**config.mk**
```make
export PLATFORM = sky130hd
export DESIGN_NAME = mul_div_unit
export DESIGN_NICKNAME = d
export VERILOG_FILES = /design/src/rtl/mul_div_unit.sv
export SDC_FILE = /design/constraint.sdc
export NUM_CORES = 1
export LEC_CHECK = 0
export BUFFER_PORTS_ARGS = -buffer_cell sky130_fd_sc_hd__buf_2
export CAP_MARGIN = 5
export CORE_MARGIN = 5
export CORE_UTILIZATION = 60
export DETAILED_ROUTE_END_ITERATION = 8
export PLACE_DENSITY = 0.82
export REMOVE_ABC_BUFFERS = 1
export SYNTH_ARGS = -nofsm -noshare
export SYNTH_HDL_FRONTEND = slang
export SYNTH_SLANG_ARGS = --single-unit
```
**constraint.sdc**
```tcl
create_clock -name clk_i -period 4 [get_ports clk_i]
set_input_delay 1.2 -clock clk_i [delete_from_list [all_inputs] [get_ports clk_i]]
set_output_delay 1.2 -clock clk_i [all_outputs]
set_load 0.005 [all_outputs]
```
**src/rtl/mul_div_unit.sv**
```systemverilog
// rtl/mul_div_unit.sv - iterative multiply/divide unit with HI/LO registers; divider present only when MDU_DIV_EN is defined
module mul_div_unit #(
  parameter int WIDTH = 32
) (
  input  logic             clk_i,
  input  logic             rst_n_i,
  input  logic             valid_i,
  input  logic [2:0]       op_i,
  input  logic [WIDTH-1:0] rs_data_i,
  input  logic [WIDTH-1:0] rt_data_i,
  input  logic             kill_i,
  output logic             ready_o,
  output logic             busy_o,
  output logic             done_o,
  output logic             err_o,
  output logic [WIDTH-1:0] hi_o,
  output logic [WIDTH-1:0] lo_o
);

  localparam int CW = $clog2(WIDTH);

  localparam logic [2:0] OP_MULT  = 3'b000;
  localparam logic [2:0] OP_MULTU = 3'b001;
  localparam logic [2:0] OP_MTHI  = 3'b100;
  localparam logic [2:0] OP_MTLO  = 3'b101;
`ifdef MDU_DIV_EN
  localparam logic [2:0] OP_DIV   = 3'b010;
  localparam logic [2:0] OP_DIVU  = 3'b011;
`endif

  typedef enum logic [1:0] {S_IDLE, S_RUN, S_SIGN, S_DONE} state_t;

  state_t               state;
  // Upper half: product accumulator / partial remainder; lower half: multiplier / quotient.
  logic [2*WIDTH-1:0]   prod;
  // Multiplicand magnitude for multiply, divisor magnitude for divide.
  logic [WIDTH-1:0]     mcand;
  logic [CW-1:0]        cnt;
  logic                 neg_lo;

  logic                 op_mul;
  logic                 op_div;
  logic                 signed_op;
  logic                 rs_neg;
  logic                 rt_neg;
  logic [WIDTH-1:0]     rs_mag;
  logic [WIDTH-1:0]     rt_mag;
  logic [WIDTH:0]       mul_sum;
  logic [2*WIDTH-1:0]   step_next;
  logic [2*WIDTH-1:0]   prod_neg;
  logic [WIDTH-1:0]     res_hi;
  logic [WIDTH-1:0]     res_lo;
  logic                 res_err;

`ifdef MDU_DIV_EN
  logic                 is_div;
  logic                 div_zero;
  logic                 neg_hi;
  logic [WIDTH:0]       div_trial;
  logic [WIDTH-1:0]     div_rem;
  logic [WIDTH-1:0]     div_quo;
`endif

  assign ready_o = (state == S_IDLE);
  assign busy_o  = (state != S_IDLE);

  // Opcode decode and operand magnitude conversion at accept time
  always_comb begin
    op_mul    = (op_i == OP_MULT) || (op_i == OP_MULTU);
`ifdef MDU_DIV_EN
    op_div    = (op_i == OP_DIV) || (op_i == OP_DIVU);
    signed_op = (op_i == OP_MULT) || (op_i == OP_DIV);
`else
    op_div    = 1'b0;
    signed_op = (op_i == OP_MULT);
`endif
    rs_neg    = signed_op && rs_data_i[WIDTH-1];
    rt_neg    = signed_op && rt_data_i[WIDTH-1];
    rs_mag    = rs_neg ? -rs_data_i : rs_data_i;
    rt_mag    = rt_neg ? -rt_data_i : rt_data_i;
  end

  // One iteration: shift-add multiply step, or restoring divide step
  always_comb begin
    mul_sum   = {1'b0, prod[2*WIDTH-1:WIDTH]} + (prod[0] ? {1'b0, mcand} : '0);
    step_next = {mul_sum, prod[WIDTH-1:1]};
`ifdef MDU_DIV_EN
    div_trial = {prod[2*WIDTH-1:WIDTH], prod[WIDTH-1]} - {1'b0, mcand};
    if (is_div) begin
      if (div_trial[WIDTH]) begin
        step_next = {prod[2*WIDTH-2:0], 1'b0};
      end else begin
        step_next = {div_trial[WIDTH-1:0], prod[WIDTH-2:0], 1'b1};
      end
    end
`endif
  end

  // Sign restoration and special-case results, consumed on the SIGN->DONE edge
  always_comb begin
    prod_neg         = -prod;
    {res_hi, res_lo} = neg_lo ? prod_neg : prod;
    res_err          = 1'b0;
`ifdef MDU_DIV_EN
    div_rem = prod[2*WIDTH-1:WIDTH];
    div_quo = prod[WIDTH-1:0];
    if (is_div) begin
      // A zero divisor leaves the dividend magnitude in the remainder half,
      // so HI still comes out as the original dividend after sign restore.
      res_hi  = neg_hi ? -div_rem : div_rem;
      res_lo  = div_zero ? '1 : (neg_lo ? -div_quo : div_quo);
      res_err = div_zero;
    end
`endif
  end

  // Control FSM, iteration datapath and HI/LO result registers
  always_ff @(posedge clk_i) begin
    if (!rst_n_i) begin
      state  <= S_IDLE;
      prod   <= '0;
      mcand  <= '0;
      cnt    <= '0;
      neg_lo <= 1'b0;
      hi_o   <= '0;
      lo_o   <= '0;
      done_o <= 1'b0;
      err_o  <= 1'b0;
`ifdef MDU_DIV_EN
      is_div   <= 1'b0;
      div_zero <= 1'b0;
      neg_hi   <= 1'b0;
`endif
    end else begin
      done_o <= 1'b0;
      err_o  <= 1'b0;
      case (state)
        S_IDLE: begin
          if (valid_i && !kill_i) begin
            if (op_mul || op_div) begin
              state  <= S_RUN;
              cnt    <= '0;
              mcand  <= op_div ? rt_mag : rs_mag;
              prod   <= {{WIDTH{1'b0}}, (op_div ? rs_mag : rt_mag)};
              neg_lo <= rs_neg ^ rt_neg;
`ifdef MDU_DIV_EN
              is_div   <= op_div;
              div_zero <= (rt_data_i == '0);
              neg_hi   <= rs_neg;
`endif
            end else if (op_i == OP_MTHI) begin
              hi_o <= rs_data_i;
            end else if (op_i == OP_MTLO) begin
              lo_o <= rs_data_i;
            end else begin
              err_o <= 1'b1;
            end
          end
        end
        S_RUN: begin
          if (kill_i) begin
            state <= S_IDLE;
          end else begin
            prod <= step_next;
            cnt  <= cnt + 1'b1;
            if (cnt == CW'(WIDTH - 1)) begin
              state <= S_SIGN;
            end
          end
        end
        S_SIGN: begin
          if (kill_i) begin
            state <= S_IDLE;
          end else begin
            state  <= S_DONE;
            hi_o   <= res_hi;
            lo_o   <= res_lo;
            done_o <= 1'b1;
            err_o  <= res_err;
          end
        end
        default: begin
          state <= S_IDLE;
        end
      endcase
    end
  end

endmodule

```
==> results.cfg <==
[cells_and_area]
n_fill_cell = 1682
area_growth_pct = 12.49
final_util = 0.6798
layout-drive-gt1-share = 0.1414
nets = 1772
design_area_sq_um = 13100
diodes = 0
stdcell_count = 1941

[run_status]
outcome = complete, no violations

[pwr]
ir_worst_vdd_mv = 0.2410
powerDensity_nw_per_um2 = 298.2
leakage_nw = 5.357

[critical_path]
arrival_ns = 3.78
cp_common_cell = o21ai_0
worstPathCellList = and2_1 > ha_1 > a2111o_1 > o21ai_0 > a2111oi_0 > buf_4 > nor4_1 > xor2_1 > o21ai_0
cp_max_fo = 14
endpoint_kind = flip-flop
worstSetupStartpointType = flip-flop
required_ns = 4.32
critPathKind = flip-flop to flip-flop
slowest_delay_ns = 0.68
ff2ff_path_depth = 9
critical-path-slowest-cell = dfxtp_1

[routing]
drc_errors = 0
dr.pass1.iters = 6
wl_microns = 37880
antenna_left = 0
routedWlPerCell_microns = 19.52
dr.first_iter.drc_count = 1354
vias_per_cell = 6.446
vias = 12510

[timing]
fin_crit_sh = 0.8652
period_minus_slack_ns = 3.461
worst_slew_pin_slew_ns = 1.185
fin_skew_ns = 0.01432
maxSlewViolCount = 0
whs_ns = 0.4517
setup_slack_ns = 0.5393
slew_headroom = 0.2100
hold_viol = 0
max_freq_mhz = 289.0
grt_setup_unrepaired = false
finalSetupViolCount = 0

[cts]
clockRootBuffer = clkbuf_16
clock_latency_ns = 0.44
numCtsBuffers = 17
clk_pin_slew_worst_paths_ns = 0.07
ctsResizeCount = 0
htreeDepth = 4
cts_hold_repair.buffers = 0
tritoncts = yes
clock_path_buffers = 2
cts_sinks = 170
cts_setup_buffers = 0

[yosys]
ys.flop_type = dfxtp_1
synth_seq_cells = 170
synth-async-reset-ratio = 0
synth_edf_count = 0
seq_area_frac_synth = 0.2922
ys.warnings.count = 0
syn_area_sq_um = 11650
syn_area_per_cell_sq_um = 7.385
netlist_instances = 1577
synth_cell_types = 71

[place]
dpl_worst_slack_ns = 0.5249
placedCellCount = 1909
place.gp.congestion = 0.9634
dpl.hpwl_microns = 28020
placed_area_sq_um = 12540
io_buffers = 138

[global_routing]
grtUsageTotal = 0.3309
grt_max_degree = 67
grt_pass1_vias = 11430
grt_antenna_before_repair = 1
grt-ovfl-total = 0
grt_pass1_wl_microns = 59370

[floorplan]
core_sq_um = 19270
dieArea_sq_um = 22300
io_pins = 139
die_y_microns = 149.3
die_x_microns = 149.3
initial_core_util = 0.6043
fp-row-count = 51

[min_path]
min_path_type = flip-flop to flip-flop
min_path_cells = 2

[run]
maxCapViolCount = 0
cell usage in the layout, fill, tap and decap left out, types with 13 or more instances in the layout:
cell,n
a31oi_1,13
buf_2,138
or4_1,18
a21oi_1,156
nor4_1,25
a211oi_1,62
buf_4,34
xor2_1,67
o31ai_1,30
dfxtp_1,169
o211ai_1,28
nand2_1,148
nor2_1,211
o41ai_1,17
inv_1,29
clkbuf_16,17
nand2b_1,14
ha_1,37
or3_1,14
nand3_1,39
nor3_1,35
and2_1,37
xnor2_1,63
o21ai_0,100
nand4_1,18
registers in the layout, summed over array words and instances, names as in the netlist:
name / cells
cnt: 5
done_o: 1
err_o: 1
hi_o: 32
lo_o: 32
mcand: 32
neg_lo: 1
prod: 64
state: 2
through the flow:
stage / setup TNS [ns] / power (mW)
detailed placement: 0 / 2.338
global route: 0 / 4.032
finish: 0 / 3.907
global placement: 0 / 2.326
floorplan: -43.66 / 2.111
CTS: 0 / 3.892
synth_stat cells, types with 12 or more instances:
cell type | instances | share of area
ha_1 | 37 | 0.040
nand3_1 | 39 | 0.017
or3_1 | 15 | 0.0081
inv_1 | 29 | 0.0093
xor2_1 | 67 | 0.050
dfxtp_1 | 170 | 0.29
o31ai_1 | 30 | 0.019
nand2b_1 | 15 | 0.0081
clkbuf_1 | 93 | 0.030
a31oi_1 | 13 | 0.0070
xnor2_1 | 63 | 0.047
a21o_1 | 12 | 0.0077
nand2_1 | 148 | 0.048
and2_1 | 37 | 0.020
nor3_1 | 36 | 0.015
o41ai_1 | 17 | 0.013
a211oi_1 | 62 | 0.040
or4_1 | 18 | 0.012
o21ai_0 | 102 | 0.044
nand4_1 | 18 | 0.0097
a21oi_1 | 156 | 0.067
nor2_1 | 213 | 0.069
o211ai_1 | 28 | 0.018
nor4_1 | 25 | 0.013
kinds of logic after synthesis:
group                      count (synthesis)  share of synthesized area
and+or+nand+nor                          606                     0.2470
adders and majority gates                 38                    0.04147
AOI/OAI and AO/OA                        490                     0.2683
buffers and inverters                    136                    0.04727
muxes                                      7                   0.006017
xor gates and xnor gates                 130                    0.09777
DFF                                      170                     0.2922
worst max-delay path: cells and delay by family (launching register included):
| kind | cells | cell delay (ns) |
|---|---|---|
| AO/OA/AOI/OAI | 4 | 1.12 |
| XOR/XNOR | 1 | 0.25 |
| adder cells (fa/ha/maj) | 1 | 0.30 |
| buffers and inverters | 1 | 0.18 |
| flip-flops | 1 | 0.68 |
| AND/OR/NAND/NOR | 2 | 0.81 |
final cells by class:
cell class / count / area (sq um) / area share
multi-input cells: 1271 / 7724 / 0.5895
repair buffers: 173 / 965.9 / 0.07373
well taps: 265 / 331.6 / 0.02531
inverters: 30 / 112.6 / 0.008595
clock buffers: 17 / 425.4 / 0.03247
clock inverters: 15 / 137.6 / 0.01051
flip-flops and latches: 170 / 3405 / 0.2599
power breakdown:
part           internal (mW)  leakage, nW  switching, mW  total [mW]
clock                  0.818        0.271          0.772        1.59
sequential              1.73         1.38         0.0407        1.77
combinational          0.195         3.71          0.353       0.548
total                   2.74         5.36           1.17        3.91
routing by layer:
layer,vias up,track usage,part of all wire
met5,-,0,0.00034
met4,2,0.1387,0.037
met3,107,0.04862,0.11
met2,707,0.5336,0.46
met1,5805,0.4444,0.40
li1,5891,-,-
final timing paths:
path / to / startpoint / slack [ns]
setup / recovery: prod[56]$_SDFFE_PN0P_ / prod[0]$_SDFFE_PN0P_ / 0.54
hold / removal: hi_o[11]$_SDFFE_PN0P_ / hi_o[11]$_SDFFE_PN0P_ / 0.45
setup reg to reg: prod[56]$_SDFFE_PN0P_ / prod[0]$_SDFFE_PN0P_ / 0.54
hold reg to reg: hi_o[11]$_SDFFE_PN0P_ / hi_o[11]$_SDFFE_PN0P_ / 0.45
(Power assumes the default switching activity.)
